<file path="config.mk">
export PLATFORM = sky130hd
export DESIGN_NAME = seq_mul_div_flat
export DESIGN_NICKNAME = d
export VERILOG_FILES = /design/src/rtl/seq_mul_div_if.sv /design/src/rtl/seq_mul_div.sv /design/src/flat_wrapper.sv
export SDC_FILE = /design/constraint.sdc
export NUM_CORES = 1
export LEC_CHECK = 0
export CORE_MARGIN = 3
export CORE_UTILIZATION = 40
export DETAILED_ROUTE_END_ITERATION = 7
export SETUP_SLACK_MARGIN = 0.2
export SLEW_MARGIN = 25
export SYNTH_ARGS = -nofsm -noshare
export SYNTH_HDL_FRONTEND = slang
export SYNTH_SLANG_ARGS = --single-unit
export TNS_END_PERCENT = 10
</file>
<file path="constraint.sdc">
create_clock -name clk -period 14.3 [get_ports clk]
set_input_delay 1.43 -clock clk [delete_from_list [all_inputs] [get_ports clk]]
set_output_delay 1.43 -clock clk [all_outputs]
set_load 0.02 [all_outputs]
</file>
<file path="src/rtl/seq_mul_div_if.sv">
// Request/response bundle for the multi-cycle multiply/divide engine.
// The requester drives start/op/a/b; the engine returns busy/done and
// the hi/lo result pair plus the sticky divide-by-zero flag.
interface seq_mul_div_if #(
    parameter int WIDTH = 32
);
    logic             start;
    logic             op;
    logic [WIDTH-1:0] a;
    logic [WIDTH-1:0] b;
    logic             busy;
    logic             done;
    logic [WIDTH-1:0] hi;
    logic [WIDTH-1:0] lo;
    logic             div_by_zero;

    modport master (
        output start, op, a, b,
        input  busy, done, hi, lo, div_by_zero
    );

    modport slave (
        input  start, op, a, b,
        output busy, done, hi, lo, div_by_zero
    );
endinterface

</file>
<file path="src/rtl/seq_mul_div.sv">
// Multi-cycle signed multiply (radix-2 Booth) / divide (restoring on
// magnitudes) engine. Results land on hi/lo: the 2*WIDTH-bit product, or
// remainder/quotient. Divide by zero finishes one cycle after the start edge.
// Optional: define MULDIV_ZERO_SKIP_EN to finish trivially-zero operations
// (multiply by zero, zero dividend) without the iterative phase.
module seq_mul_div #(
    parameter int WIDTH = 32
) (
    input  logic         clk,
    input  logic         rst_n,
    seq_mul_div_if.slave bus
);
    localparam int CW = $clog2(WIDTH);
    localparam logic [CW-1:0] LAST = CW'(WIDTH - 1);

    typedef enum logic [1:0] {
        S_IDLE,
        S_RUN,
        S_DONE
    } state_t;

    state_t            state_q, state_d;
    logic [CW-1:0]     cnt_q, cnt_d;
    // First RUN cycle loads the accumulator from the latched operands.
    logic              prep_q, prep_d;
    logic              op_q, op_d;
    logic [WIDTH-1:0]  a_q, a_d;
    logic [WIDTH-1:0]  b_q, b_d;
    // Upper accumulator carries one guard bit so that subtracting the
    // most-negative multiplicand cannot overflow before the shift.
    logic [WIDTH:0]    acc_a_q, acc_a_d;
    logic [WIDTH-1:0]  acc_q_q, acc_q_d;
    logic              qm1_q, qm1_d;
    logic [WIDTH-1:0]  hi_q, hi_d;
    logic [WIDTH-1:0]  lo_q, lo_d;
    logic              dbz_q, dbz_d;

    logic [WIDTH-1:0]  a_mag, b_mag;
    logic [WIDTH:0]    m_ext, booth_sum;
    logic [WIDTH:0]    booth_a;
    logic [WIDTH-1:0]  booth_q;
    logic              booth_qm1;
    logic [WIDTH:0]    div_rs;
    logic [WIDTH+1:0]  div_diff;
    logic [WIDTH:0]    div_a;
    logic [WIDTH-1:0]  div_q;
    logic [WIDTH-1:0]  q_fix, r_fix;

    // Operand magnitudes for the divider (most-negative maps to 2^(W-1)).
    always_comb begin : magnitudes
        a_mag = a_q[WIDTH-1] ? (~a_q + 1'b1) : a_q;
        b_mag = b_q[WIDTH-1] ? (~b_q + 1'b1) : b_q;
    end

    // One Booth step: add/subtract multiplicand, then arithmetic right shift.
    always_comb begin : booth_step
        m_ext = {a_q[WIDTH-1], a_q};
        case ({acc_q_q[0], qm1_q})
            2'b01:   booth_sum = acc_a_q + m_ext;
            2'b10:   booth_sum = acc_a_q - m_ext;
            default: booth_sum = acc_a_q;
        endcase
        {booth_a, booth_q, booth_qm1} = {booth_sum[WIDTH], booth_sum, acc_q_q};
    end

    // One restoring-division step on magnitudes, plus final sign fix-up.
    always_comb begin : div_step
        div_rs   = {acc_a_q[WIDTH-1:0], acc_q_q[WIDTH-1]};
        div_diff = {1'b0, div_rs} - {2'b00, b_mag};
        if (!div_diff[WIDTH+1]) begin
            div_a = div_diff[WIDTH:0];
            div_q = {acc_q_q[WIDTH-2:0], 1'b1};
        end else begin
            div_a = div_rs;
            div_q = {acc_q_q[WIDTH-2:0], 1'b0};
        end
        // Quotient truncates toward zero; remainder follows the dividend.
        q_fix = (a_q[WIDTH-1] ^ b_q[WIDTH-1]) ? (~div_q + 1'b1) : div_q;
        r_fix = a_q[WIDTH-1] ? (~div_a[WIDTH-1:0] + 1'b1) : div_a[WIDTH-1:0];
    end

    // Next-state and datapath updates for the IDLE/RUN/DONE sequencer.
    always_comb begin : fsm_next
        state_d = state_q;
        cnt_d   = cnt_q;
        prep_d  = prep_q;
        op_d    = op_q;
        a_d     = a_q;
        b_d     = b_q;
        acc_a_d = acc_a_q;
        acc_q_d = acc_q_q;
        qm1_d   = qm1_q;
        hi_d    = hi_q;
        lo_d    = lo_q;
        dbz_d   = dbz_q;
        case (state_q)
            S_IDLE: begin
                if (bus.start) begin
                    op_d   = bus.op;
                    a_d    = bus.a;
                    b_d    = bus.b;
                    dbz_d  = 1'b0;
                    cnt_d  = '0;
                    prep_d = 1'b1;
                    if (bus.op && (bus.b == '0)) begin
                        state_d = S_DONE;
                        lo_d    = '1;
                        hi_d    = bus.a;
                        dbz_d   = 1'b1;
                    end
`ifdef MULDIV_ZERO_SKIP_EN
                    else if ((!bus.op && ((bus.a == '0) || (bus.b == '0))) ||
                             (bus.op && (bus.a == '0))) begin
                        state_d = S_DONE;
                        hi_d    = '0;
                        lo_d    = '0;
                    end
`endif
                    else begin
                        state_d = S_RUN;
                    end
                end
            end
            S_RUN: begin
                if (prep_q) begin
                    prep_d  = 1'b0;
                    acc_a_d = '0;
                    qm1_d   = 1'b0;
                    acc_q_d = op_q ? a_mag : b_q;
                end else begin
                    acc_a_d = op_q ? div_a : booth_a;
                    acc_q_d = op_q ? div_q : booth_q;
                    qm1_d   = op_q ? 1'b0 : booth_qm1;
                    cnt_d   = cnt_q + 1'b1;
                    if (cnt_q == LAST) begin
                        state_d = S_DONE;
                        cnt_d   = '0;
                        if (op_q) begin
                            lo_d = q_fix;
                            hi_d = r_fix;
                        end else begin
                            hi_d = booth_a[WIDTH-1:0];
                            lo_d = booth_q;
                        end
                    end
                end
            end
            S_DONE: begin
                state_d = S_IDLE;
            end
            default: begin
                state_d = S_IDLE;
            end
        endcase
    end

    // State register.
    always_ff @(posedge clk or negedge rst_n) begin : state_reg
        if (!rst_n) begin
            state_q <= S_IDLE;
        end else begin
            state_q <= state_d;
        end
    end

    // Datapath and result registers; reset discards any in-flight work.
    always_ff @(posedge clk or negedge rst_n) begin : data_reg
        if (!rst_n) begin
            cnt_q   <= '0;
            prep_q  <= 1'b0;
            op_q    <= 1'b0;
            a_q     <= '0;
            b_q     <= '0;
            acc_a_q <= '0;
            acc_q_q <= '0;
            qm1_q   <= 1'b0;
            hi_q    <= '0;
            lo_q    <= '0;
            dbz_q   <= 1'b0;
        end else begin
            cnt_q   <= cnt_d;
            prep_q  <= prep_d;
            op_q    <= op_d;
            a_q     <= a_d;
            b_q     <= b_d;
            acc_a_q <= acc_a_d;
            acc_q_q <= acc_q_d;
            qm1_q   <= qm1_d;
            hi_q    <= hi_d;
            lo_q    <= lo_d;
            dbz_q   <= dbz_d;
        end
    end

    assign bus.busy        = (state_q != S_IDLE);
    assign bus.done        = (state_q == S_DONE);
    assign bus.hi          = hi_q;
    assign bus.lo          = lo_q;
    assign bus.div_by_zero = dbz_q;
endmodule

</file>
<file path="src/flat_wrapper.sv">
// flat-port wrapper written by rule: the top's interface ports become plain ports
module seq_mul_div_flat 
#(
    parameter int WIDTH = 32
)
  (clk, rst_n, bus_start, bus_op, bus_a, bus_b, bus_busy, bus_done, bus_hi, bus_lo, bus_div_by_zero);
  seq_mul_div_if #(.WIDTH(WIDTH)) bus_i ();
  input  logic clk;
  input  logic rst_n;
  input wire logic [$bits(bus_i.start)-1:0] bus_start;
  input wire logic [$bits(bus_i.op)-1:0] bus_op;
  input wire logic [$bits(bus_i.a)-1:0] bus_a;
  input wire logic [$bits(bus_i.b)-1:0] bus_b;
  output wire logic [$bits(bus_i.busy)-1:0] bus_busy;
  output wire logic [$bits(bus_i.done)-1:0] bus_done;
  output wire logic [$bits(bus_i.hi)-1:0] bus_hi;
  output wire logic [$bits(bus_i.lo)-1:0] bus_lo;
  output wire logic [$bits(bus_i.div_by_zero)-1:0] bus_div_by_zero;
  assign bus_i.start = bus_start;
  assign bus_i.op = bus_op;
  assign bus_i.a = bus_a;
  assign bus_i.b = bus_b;
  assign bus_busy = bus_i.busy;
  assign bus_done = bus_i.done;
  assign bus_hi = bus_i.hi;
  assign bus_lo = bus_i.lo;
  assign bus_div_by_zero = bus_i.div_by_zero;
  seq_mul_div #(.WIDTH(WIDTH)) u_core (.clk(clk), .rst_n(rst_n), .bus(bus_i));
endmodule
</file>
==> summary.txt, run 1 <==
Outcome
  • Outcome: finished, final reports clean

Yosys
  • Simple-gate portion of the synthesized area: 20.58%
  • Sequential fraction of the synthesis area: 28.77%
  • Syn nets: 2296
  • Largest family of logic cells by synthesized area: compound AO/OA/AOI/OAI gates
  • Mux contribution to synthesized area: 8.943%
  • Top FF cell, synth: dfrtp_1
  • Synth Area in Compound Gates: 23.50%
  • Post-synth ARST share: 100.0%
  • Syn. warnings: 0
  • Synth Area in XOR/XNOR: 8.788%
  • Cell area after synthesis: 17740 µm²
  • Yosys reg bits: 204
  • Cell count after synthesis: 2154
  • Number of synthesized flops with an enable pin: 0
  • Synth cell types: 104
  • Adder-cell share of the synthesized area: 5.304%
  • Average size of a mapped cell: 8.236 µm²

Clock network
  • Clock Pin Slew Worst Setup and Hold Paths: 0.06 ns
  • Post CTS Setup Buffer Count: 0
  • Num Clock Sinks: 204
  • Longest Clk Path Bufs: 3
  • H-tree levels: 1
  • Post-CTS sizing: 0
  • Root buffer cell: clkbuf_16
  • CTS tree: built
  • Hold_buf cts: 0
  • CTS buffer count: 25
  • Clk_lat worst skew: 0.55 ns

Global routing
  • First-pass GRT wire length: 101600 µm
  • Largest net degree at the start of global routing: 74
  • Initial antenna violation count: 6
  • Vias in the first global route: 15.93k
  • Total GRT Usage: 27.98%
  • GR Overflow Total: 0

Drt
  • Vias per inst: 6.134
  • Vias: 17.16k
  • WL/cell: 24.32 µm
  • Drt pass-1 iters: 6
  • Final ANT Viol Nets: 0
  • Final wirelength: 68040 µm
  • Initial DRC count: 2092
  • DRC: 0

Setup path
  • Required time at the worst-slack endpoint: 14.78 ns
  • Reg2Reg Depth: 23
  • Critical path class: reg -> reg
  • CP max FO: 53
  • Kind of start point of the critical path: register
  • Critical Path AT: 8.08 ns
  • Worst Setup End Kind: register

STA
  • Least-Margin Pin Slew: 0.9570 ns
  • Setup TNS: 0 ns
  • Final hold vios: 0
  • Hold Slack: 0.4806 ns
  • Max transition margin: 35.77%
  • Min Tclk post-route: 7.596 ns
  • Max Freq: 131.7 MHz
  • Setup Skew: 0.01294 ns
  • Final period utilization: 53.12%
  • Setup Viol. Count Final: 0
  • RSZ-0062 raised after global routing: false
  • Slew Limit Fails: 0

Cells and area
  • Most frequent cells in the layout: nand2_1, dfrtp_1, nor2_1, a21oi_1, o21ai_0
  • Share of cells above drive strength 1: 9.050%
  • Layout area overhead: 14.05%
  • Most common cell after layout, fill and taps aside: nand2_1
  • Fillers: 4229
  • Nets: 2339

Placed design
  • Port Buffers: 134
  • Placer Congestion: 0.9694
  • Dpl hpwl: 52560 µm

Floorplanning
  • Starting Density: 40.82%
  • Chip Height: 216.6 µm
  • Core ar.: 43460 µm²
  • Io pins: 135
  • Chip width: 216.6 µm
  • Row cnt: 76
  • Die area: 46920 µm²

Min path
  • Worst hold path class: reg -> reg
  • Hold depth: 2

Job
  • Max_cap viols: 0
## synth_stat cells (9+ instances only)
cell type / count / area, µm²
or4_1: 13 / 97.59
nand3_1: 48 / 240.2
or3_1: 22 / 137.6
nor2_1: 183 / 686.9
mux4_2: 29 / 653.1
and2_1: 13 / 81.33
mux2i_1: 22 / 220.2
o211ai_1: 31 / 232.7
o21a_1: 11 / 82.58
buf_1: 14 / 52.55
buf_2: 16 / 80.08
ha_1: 72 / 900.9
nand2b_1: 21 / 131.4
inv_1: 38 / 142.6
o31ai_1: 25 / 187.7
nor2b_1: 11 / 68.82
mux2_2: 62 / 698.2
xnor2_1: 106 / 928.4
nor4_1: 30 / 187.7
a31oi_1: 25 / 156.4
xor2_1: 72 / 630.6
nand4_1: 16 / 100.1
a22o_1: 16 / 140.1
a211o_1: 13 / 113.9
o31a_1: 9 / 78.83
a211oi_1: 42 / 315.3
clkbuf_1: 105 / 394.1
and3_1: 26 / 162.7
a21o_1: 28 / 210.2
nor3_1: 50 / 250.2
nand2_1: 290 / 1089
o41ai_1: 15 / 131.4
o21ai_0: 147 / 735.7
a21oi_1: 163 / 815.8
dfrtp_1: 204 / 5105
## metrics by stage
step | setup slack, ns | cells | utilization, % | instance area, µm²
after global placement | 6.974 | 2755 | 44.76 | 19450
after CTS | 6.776 | 2795 | 46.54 | 20230
after global routing | 6.333 | 2795 | 46.55 | 20230
after detailed placement | 6.816 | 2755 | 44.76 | 19450
final | 6.704 | 2797 | 46.56 | 20230
after floorplan | 7.550 | 2154 | - | 17740
## cell type report
cell class / count / area [µm²] / area share, %
multi-input cells: 1767 / 11930 / 58.98
diodes: 2 / 5.005 / 0.02474
inverters: 41 / 153.9 / 0.7606
repair buffers: 158 / 1525 / 7.538
flip-flops and latches: 204 / 5109 / 25.25
well taps: 585 / 732.0 / 3.618
clock buffers: 31 / 688.2 / 3.401
clock inverters: 9 / 87.58 / 0.4329
## flip-flops by register name (all words and copies together), names as in the netlist
signal                  count
u_core.bus.div_by_zero      1
u_core.cnt_q                5
u_core.acc_q_q             32
u_core.acc_a_q             33
u_core.a_q                 32
u_core.state_q              2
u_core.b_q                 32
u_core.op_q                 1
u_core.prep_q               1
u_core.bus.lo              32
u_core.qm1_q                1
u_core.bus.hi              32
## worst paths after layout
path	start	to	slack, ns
min	u_core.bus.hi[5]	u_core.bus.hi[5]	0.48
min reg2reg	u_core.bus.hi[5]	u_core.bus.hi[5]	0.48
min in group asynchronous	rst_n	u_core.bus.lo[21]	0.88
max	u_core.b_q[17]	u_core.bus.hi[24]	6.70
max reg2reg	u_core.b_q[17]	u_core.bus.hi[24]	6.70
max in group asynchronous	rst_n	u_core.acc_a_q[31]	12.07
## worst max-delay path, stage by stage, from the launching register on
cell,delay [ns]
dfrtp_1,0.42
or4_1,0.60
or4_1,0.49
or2_2,0.34
or3_1,0.37
nand2b_1,0.19
o21ai_0,0.21
xor2_1,0.18
ha_1,0.36
nand2_2,0.15
o21ai_1,0.17
a2111o_1,0.53
a211oi_4,0.39
nand2_4,0.45
o21ai_0,0.48
ha_1,0.29
nand2_1,0.08
nor4_1,0.36
a41o_1,0.26
a21bo_2,0.29
o31ai_4,0.28
a21boi_1,0.24
mux2i_1,0.21
a31o_1,0.15
## cell families after synthesis
kind of cell | count (synthesis)
AOI/OAI and AO/OA | 630
xor gates and xnor gates | 178
adders and majority gates | 74
buffers and inverters | 183
DFF | 204
muxes | 114
and+or+nand+nor | 771
## per-layer routing
metal | track usage [%] | up-vias | share of wire [%]
li1 | - | 7997 | -
met1 | 42.23 | 8354 | 46
met2 | 41.57 | 722 | 43
met3 | 4.697 | 83 | 8.9
met4 | 6.741 | 0 | 2.7
met5 | 0 | - | 0
Power of run 1 is not shown: default switching activity piles up to over one toggle a cycle in this logic, so the estimate is an artifact.
==> inputs of run 2 (changes only) <==
==> constraint.sdc (replaced) <==
create_clock -name clk -period 6.5 [get_ports clk]
set_input_delay 0.65 -clock clk [delete_from_list [all_inputs] [get_ports clk]]
set_output_delay 0.65 -clock clk [all_outputs]
set_load 0.02 [all_outputs]
==> run 2 against run 1 <==
Wire length is 2.2% higher. Global-route usage is 0.60 points higher. First-iteration DRC count is 5.2% higher. Critical path depth stayed put. Hold slack worse by 0.35 ns. Maximum frequency is 19% higher. Highest routed layer is now met5. Design area is 2.6% higher. Largest cell class unchanged.
==> summary.txt, run 2 (synthesized netlist as in run 1, its figures left out) <==
Clock network
  • H-tree levels: 1
  • Num Clock Sinks: 204
  • Longest Clk Path Bufs: 3
  • Hold_buf cts: 0
  • Root buffer cell: clkbuf_16
  • Clock Pin Slew Worst Setup and Hold Paths: 0.06 ns
  • CTS tree: built
  • Clk_lat worst skew: 0.56 ns
  • CTS buffer count: 25

Drt
  • Vias per inst: 6.187
  • DRC: 0
  • Final ANT Viol Nets: 0
  • WL/cell: 24.50 µm
  • Final wirelength: 69550 µm
  • Drt pass-1 iters: 7
  • Initial DRC count: 2200
  • Vias: 17.57k

Setup path
  • Critical Path AT: 6.83 ns
  • CP max FO: 7
  • Critical path class: reg -> reg
  • Worst reg2reg setup slack: 0.13 ns
  • Required time at the worst-slack endpoint: 6.96 ns
  • Kind of start point of the critical path: register
  • Worst Setup End Kind: register
  • Reg2reg end: u_core.bus.hi[20]
  • RR Startpoint: u_core.b_q[14]
  • Reg2Reg Depth: 23

Floorplanning
  • Chip width: 216.6 µm
  • Chip Height: 216.6 µm
  • Row cnt: 76
  • Die area: 46920 µm²
  • Core ar.: 43460 µm²
  • Starting Density: 40.82%
  • Io pins: 135

Global routing
  • Total GRT Usage: 28.58%
  • Met3 Resource Use GR: 5.496%
  • Met2 usage: 42.23%
  • GRT busiest layer: met2
  • Initial antenna violation count: 7
  • First-pass GRT wire length: 103500 µm
  • Vias in the first global route: 16.50k
  • Largest net degree at the start of global routing: 92
  • Met1 usage: 41.85%
  • GR Overflow Total: 0

Placed design
  • Port Buffers: 134
  • Dpl hpwl: 53470 µm
  • Placer Congestion: 0.9341

Min path
  • Worst hold path class: in -> async

Cells and area
  • Fillers: 4256
  • Nets: 2376
  • Layout area overhead: 17.02%
  • Most frequent cells in the layout: nand2_1, dfrtp_1, nor2_1, a21oi_1, o21ai_0
  • Most common cell after layout, fill and taps aside: nand2_1
  • Max FFs per register: 33
  • Reg with most FFs: u_core.acc_a_q
  • Share of cells above drive strength 1: 11.99%

STA
  • Least-Margin Pin Slew: 1.024 ns
  • Final hold vios: 0
  • Max Freq: 157.0 MHz
  • Final period utilization: 97.98%
  • Min Tclk post-route: 6.369 ns
  • Hold Slack: 0.1280 ns
  • Max transition margin: 31.53%
  • Setup Skew: 0.02702 ns
  • Slew Limit Fails: 0
  • RSZ-0062 raised after global routing: true
  • Setup Viol. Count Final: 0

Outcome
  • Outcome: finished, final reports clean

Job
  • Max_cap viols: 0
## run 2: worst max path at each step
stage	startpoint	to	slack [ns]	cells past startpoint
after global routing	u_core.b_q[14]	u_core.bus.hi[20]	-0.06	23
after detailed placement	u_core.b_q[17]	u_core.bus.hi[20]	0.04	23
after CTS	u_core.b_q[17]	u_core.bus.hi[20]	0.21	23
final	u_core.b_q[14]	u_core.bus.hi[20]	0.13	23
after global placement	u_core.b_q[17]	u_core.bus.hi[20]	0.18	23
after floorplan	u_core.b_q[17]	u_core.bus.hi[20]	0.23	25
## run 2: repair_timing
| action | CTS | global route |
|---|---|---|
| pin swaps | 1 | 17 |
| gates resized for setup | 3 | 22 |
| buffers inserted | 2 | 10 |
| endpoints found under the hold margin | 0 | 0 |
| endpoints found under the setup margin | 9 | 32 |
## run 2: metal layers
metal,vias up,share of wire (%)
li1,8075,-
met1,8593,45
met2,767,43
met3,123,8.9
met4,8,3.5
met5,-,0.081
## run 2: critical path, stage by stage (launching register included)
cell,delay [ns]
dfrtp_1,0.39
or4_4,0.55
or4_4,0.43
or2_4,0.27
or3_4,0.37
nand2b_4,0.17
or4b_4,0.56
ha_4,0.30
and3_4,0.19
nor4b_4,0.35
nand2_2,0.11
a211o_4,0.36
nand2_8,0.12
nand2_2,0.09
o21ai_4,0.09
ha_4,0.17
nand3b_1,0.11
nor4_2,0.35
a41o_1,0.17
a21bo_4,0.27
o31ai_4,0.28
xnor2_1,0.09
mux2_4,0.27
a211oi_2,0.21
## run 2: cell type report
| cell class | count | area (µm²) | area share, % |
|---|---|---|---|
| antenna | 2 | 5.005 | 0.02411 |
| sequential | 204 | 5109 | 24.61 |
| clock buffer | 29 | 650.6 | 3.134 |
| multi-input combinational | 1767 | 12140 | 58.47 |
| clock inverter | 16 | 167.7 | 0.8076 |
| inverter | 41 | 153.9 | 0.7413 |
| timing repair buffer | 195 | 1803 | 8.685 |
| tap | 585 | 732.0 | 3.526 |
## run 2: stage by stage
| step | area, µm² | util, % | instances | setup TNS (ns) | setup slack [ns] |
|---|---|---|---|---|---|
| floorplan | 17820 | - | 2154 | 0 | 0.2298 |
| global route | 20760 | 47.77 | 2838 | -0.1252 | -0.05812 |
| finish | 20760 | 47.77 | 2839 | 0 | 0.1312 |
| global placement | 19700 | 45.33 | 2780 | 0 | 0.1844 |
| CTS | 20550 | 47.29 | 2827 | 0 | 0.2050 |
| detailed placement | 19700 | 45.33 | 2780 | 0 | 0.03542 |
Power of run 2 is left out for the same reason.
==> inputs of run 3 (changes only) <==
--- a/config.mk
+++ b/config.mk
@@ -6,8 +6,9 @@
 export NUM_CORES = 1
 export LEC_CHECK = 0
 export CORE_MARGIN = 3
-export CORE_UTILIZATION = 40
+export CORE_UTILIZATION = 45
 export DETAILED_ROUTE_END_ITERATION = 7
+export PLACE_DENSITY = 0.67
 export SETUP_SLACK_MARGIN = 0.2
 export SLEW_MARGIN = 25
 export SYNTH_ARGS = -nofsm -noshare
==> run 3 against run 2 <==
Wire length fell by 3.6%. First-iteration DRC count fell by 13%. Cell count fell by 2.9%.
==> summary.txt, run 3 (synthesized netlist as in run 1, its figures left out) <==
Setup path
  • Required time at the worst-slack endpoint: 6.97 ns
  • Worst path max stage delay: 0.55 ns
  • Slowest cell on the critical path: or4_4
  • Critical path class: reg -> reg
  • Critical Path AT: 6.58 ns
  • CP max FO: 6
  • Kind of start point of the critical path: register
  • Worst Setup End Kind: register
  • Cells along the critical path: or4_4, or4_1, or2_4, or3_4, nand2b_4, o41ai_4, xor2_1, ha_2, and3_4, a2111o_1, a211oi_4, nand2_4, a21oi_2, ha_2, nand2_1, nor4_4, a41o_1, a21bo_4, o31ai_4, xnor2_1, mux2_4, a211oi_2
  • Most used cell, CP: ha_2

Clock network
  • CTS buffer count: 25
  • CTS tree: built
  • Clock Pin Slew Worst Setup and Hold Paths: 0.07 ns
  • Root buffer cell: clkbuf_16
  • Num Clock Sinks: 204
  • Clk_lat worst skew: 0.57 ns
  • H-tree levels: 1
  • Longest Clk Path Bufs: 3
  • Hold_buf cts: 0

Job
  • Max_cap viols: 0

Drt
  • Drt pass-1 iters: 8
  • WL/cell: 24.31 µm
  • Vias per inst: 6.398
  • DRC: 0
  • Final ANT Viol Nets: 0
  • Initial DRC count: 1922
  • Vias: 17.64k
  • Final wirelength: 67030 µm

Placed design
  • Cells after DPL: 2712
  • Port Buffers: 134
  • Place WS: -0.05327 ns
  • Placed instance area: 19610 µm²
  • Placer Congestion: 0.9782
  • Dpl hpwl: 51390 µm

Cells and area
  • Share of cells above drive strength 1: 10.99%
  • Most common cell after layout, fill and taps aside: nand2_1
  • Layout area overhead: 15.76%
  • Nets: 2365
  • Post-Layout Inst Area: 20540 µm²
  • Non-filler instance count after layout: 2757
  • Max FFs per register: 33
  • Reg with most FFs: u_core.acc_a_q
  • Fillers: 3645
  • Most frequent cells in the layout: nand2_1, dfrtp_1, nor2_1, a21oi_1, o21ai_0

STA
  • Final hold vios: 0
  • Final period utilization: 93.99%
  • Max Freq: 163.7 MHz
  • Setup Viol. Count Final: 0
  • Min Tclk post-route: 6.109 ns
  • RSZ-0062 raised after global routing: true
  • Least-Margin Pin Slew: 0.9993 ns
  • Slew Limit Fails: 0
  • Max transition margin: 33.15%
  • Setup Skew: 0.02530 ns
  • Final setup margin: 0.3907 ns

Outcome
  • Outcome: finished, final reports clean

Floorplanning
  • Io pins: 135
  • Chip Height: 204.6 µm
  • Chip width: 204.6 µm
  • Die area: 41840 µm²
  • Row cnt: 72
  • Core ar.: 38830 µm²
  • Starting Density: 45.69%

Global routing
  • Initial antenna violation count: 2
  • GR Overflow Total: 0
  • Largest net degree at the start of global routing: 86
  • Total GRT Usage: 31.34%
  • Vias in the first global route: 16.28k
  • First-pass GRT wire length: 101200 µm

Min path
  • Worst hold path class: in -> async
## run 3: path summary, 6_finish.rpt
check | endpoint | from | slack, ns | cells after the start
worst max-delay path | u_core.bus.hi[20] | u_core.b_q[17] | 0.39 | 22
worst min-delay path | u_core.acc_q_q[12] | rst_n | 0.13 | 1
worst max register to register | u_core.bus.hi[20] | u_core.b_q[17] | 0.39 | 22
worst min register to register | u_core.bus.hi[9] | u_core.bus.hi[9] | 0.48 | 2
max in group asynchronous | u_core.op_q | rst_n | 4.93 | 2
min in group clk | u_core.bus.hi[9] | u_core.bus.hi[9] | 0.48 | 2
## run 3: critical path: cells and delay by family, from the launching register on
kind                     cells  cell delay [ns]
multiplexers                 1             0.28
XOR/XNOR                     2             0.33
flip-flops                   1             0.37
AO/OA/AOI/OAI                8             2.09
adder cells (fa/ha/maj)      2             0.53
AND/OR/NAND/NOR              9             2.41
## run 3: final cells by class
type                       count  area, µm²  share of cell area (%)
antenna                        1      2.502                 0.01219
clock buffer                  34      699.4                   3.406
sequential                   204       5109                   24.88
multi-input combinational   1767      12070                   58.76
inverter                      41      153.9                  0.7494
timing repair buffer         184       1720                   8.378
clock inverter                 8      136.4                  0.6641
tap                          518      648.1                   3.156
## run 3: repair_timing
| action | CTS | global route |
|---|---|---|
| endpoints found under the setup margin | 12 | 23 |
| buffers inserted | 2 | 0 |
| pin swaps | 1 | 4 |
| resized for setup | 4 | 10 |
## run 3: routing by layer
layer	vias to the layer above	track usage, %	routed length (µm)	share of wire [%]
met5	-	0	0	0
met4	0	10.59	2220	3.3
met3	102	5.880	6710	10
met2	898	44.84	28320	42
met1	8589	47.24	29770	44
li1	8051	-	-	-
## run 3: stage by stage
| step | hold slack, ns | TNS, ns | utilization [%] |
|---|---|---|---|
| after detailed placement | 0.4697 | -0.06787 | 50.50 |
| after global routing | 0.1722 | 0 | 52.88 |
| after global placement | 0.4593 | 0 | 50.50 |
| after floorplan | 0.3544 | 0 | - |
| final | 0.1275 | 0 | 52.89 |
| after CTS | 0.1381 | 0 | 52.76 |
Power of run 3 is left out for the same reason.
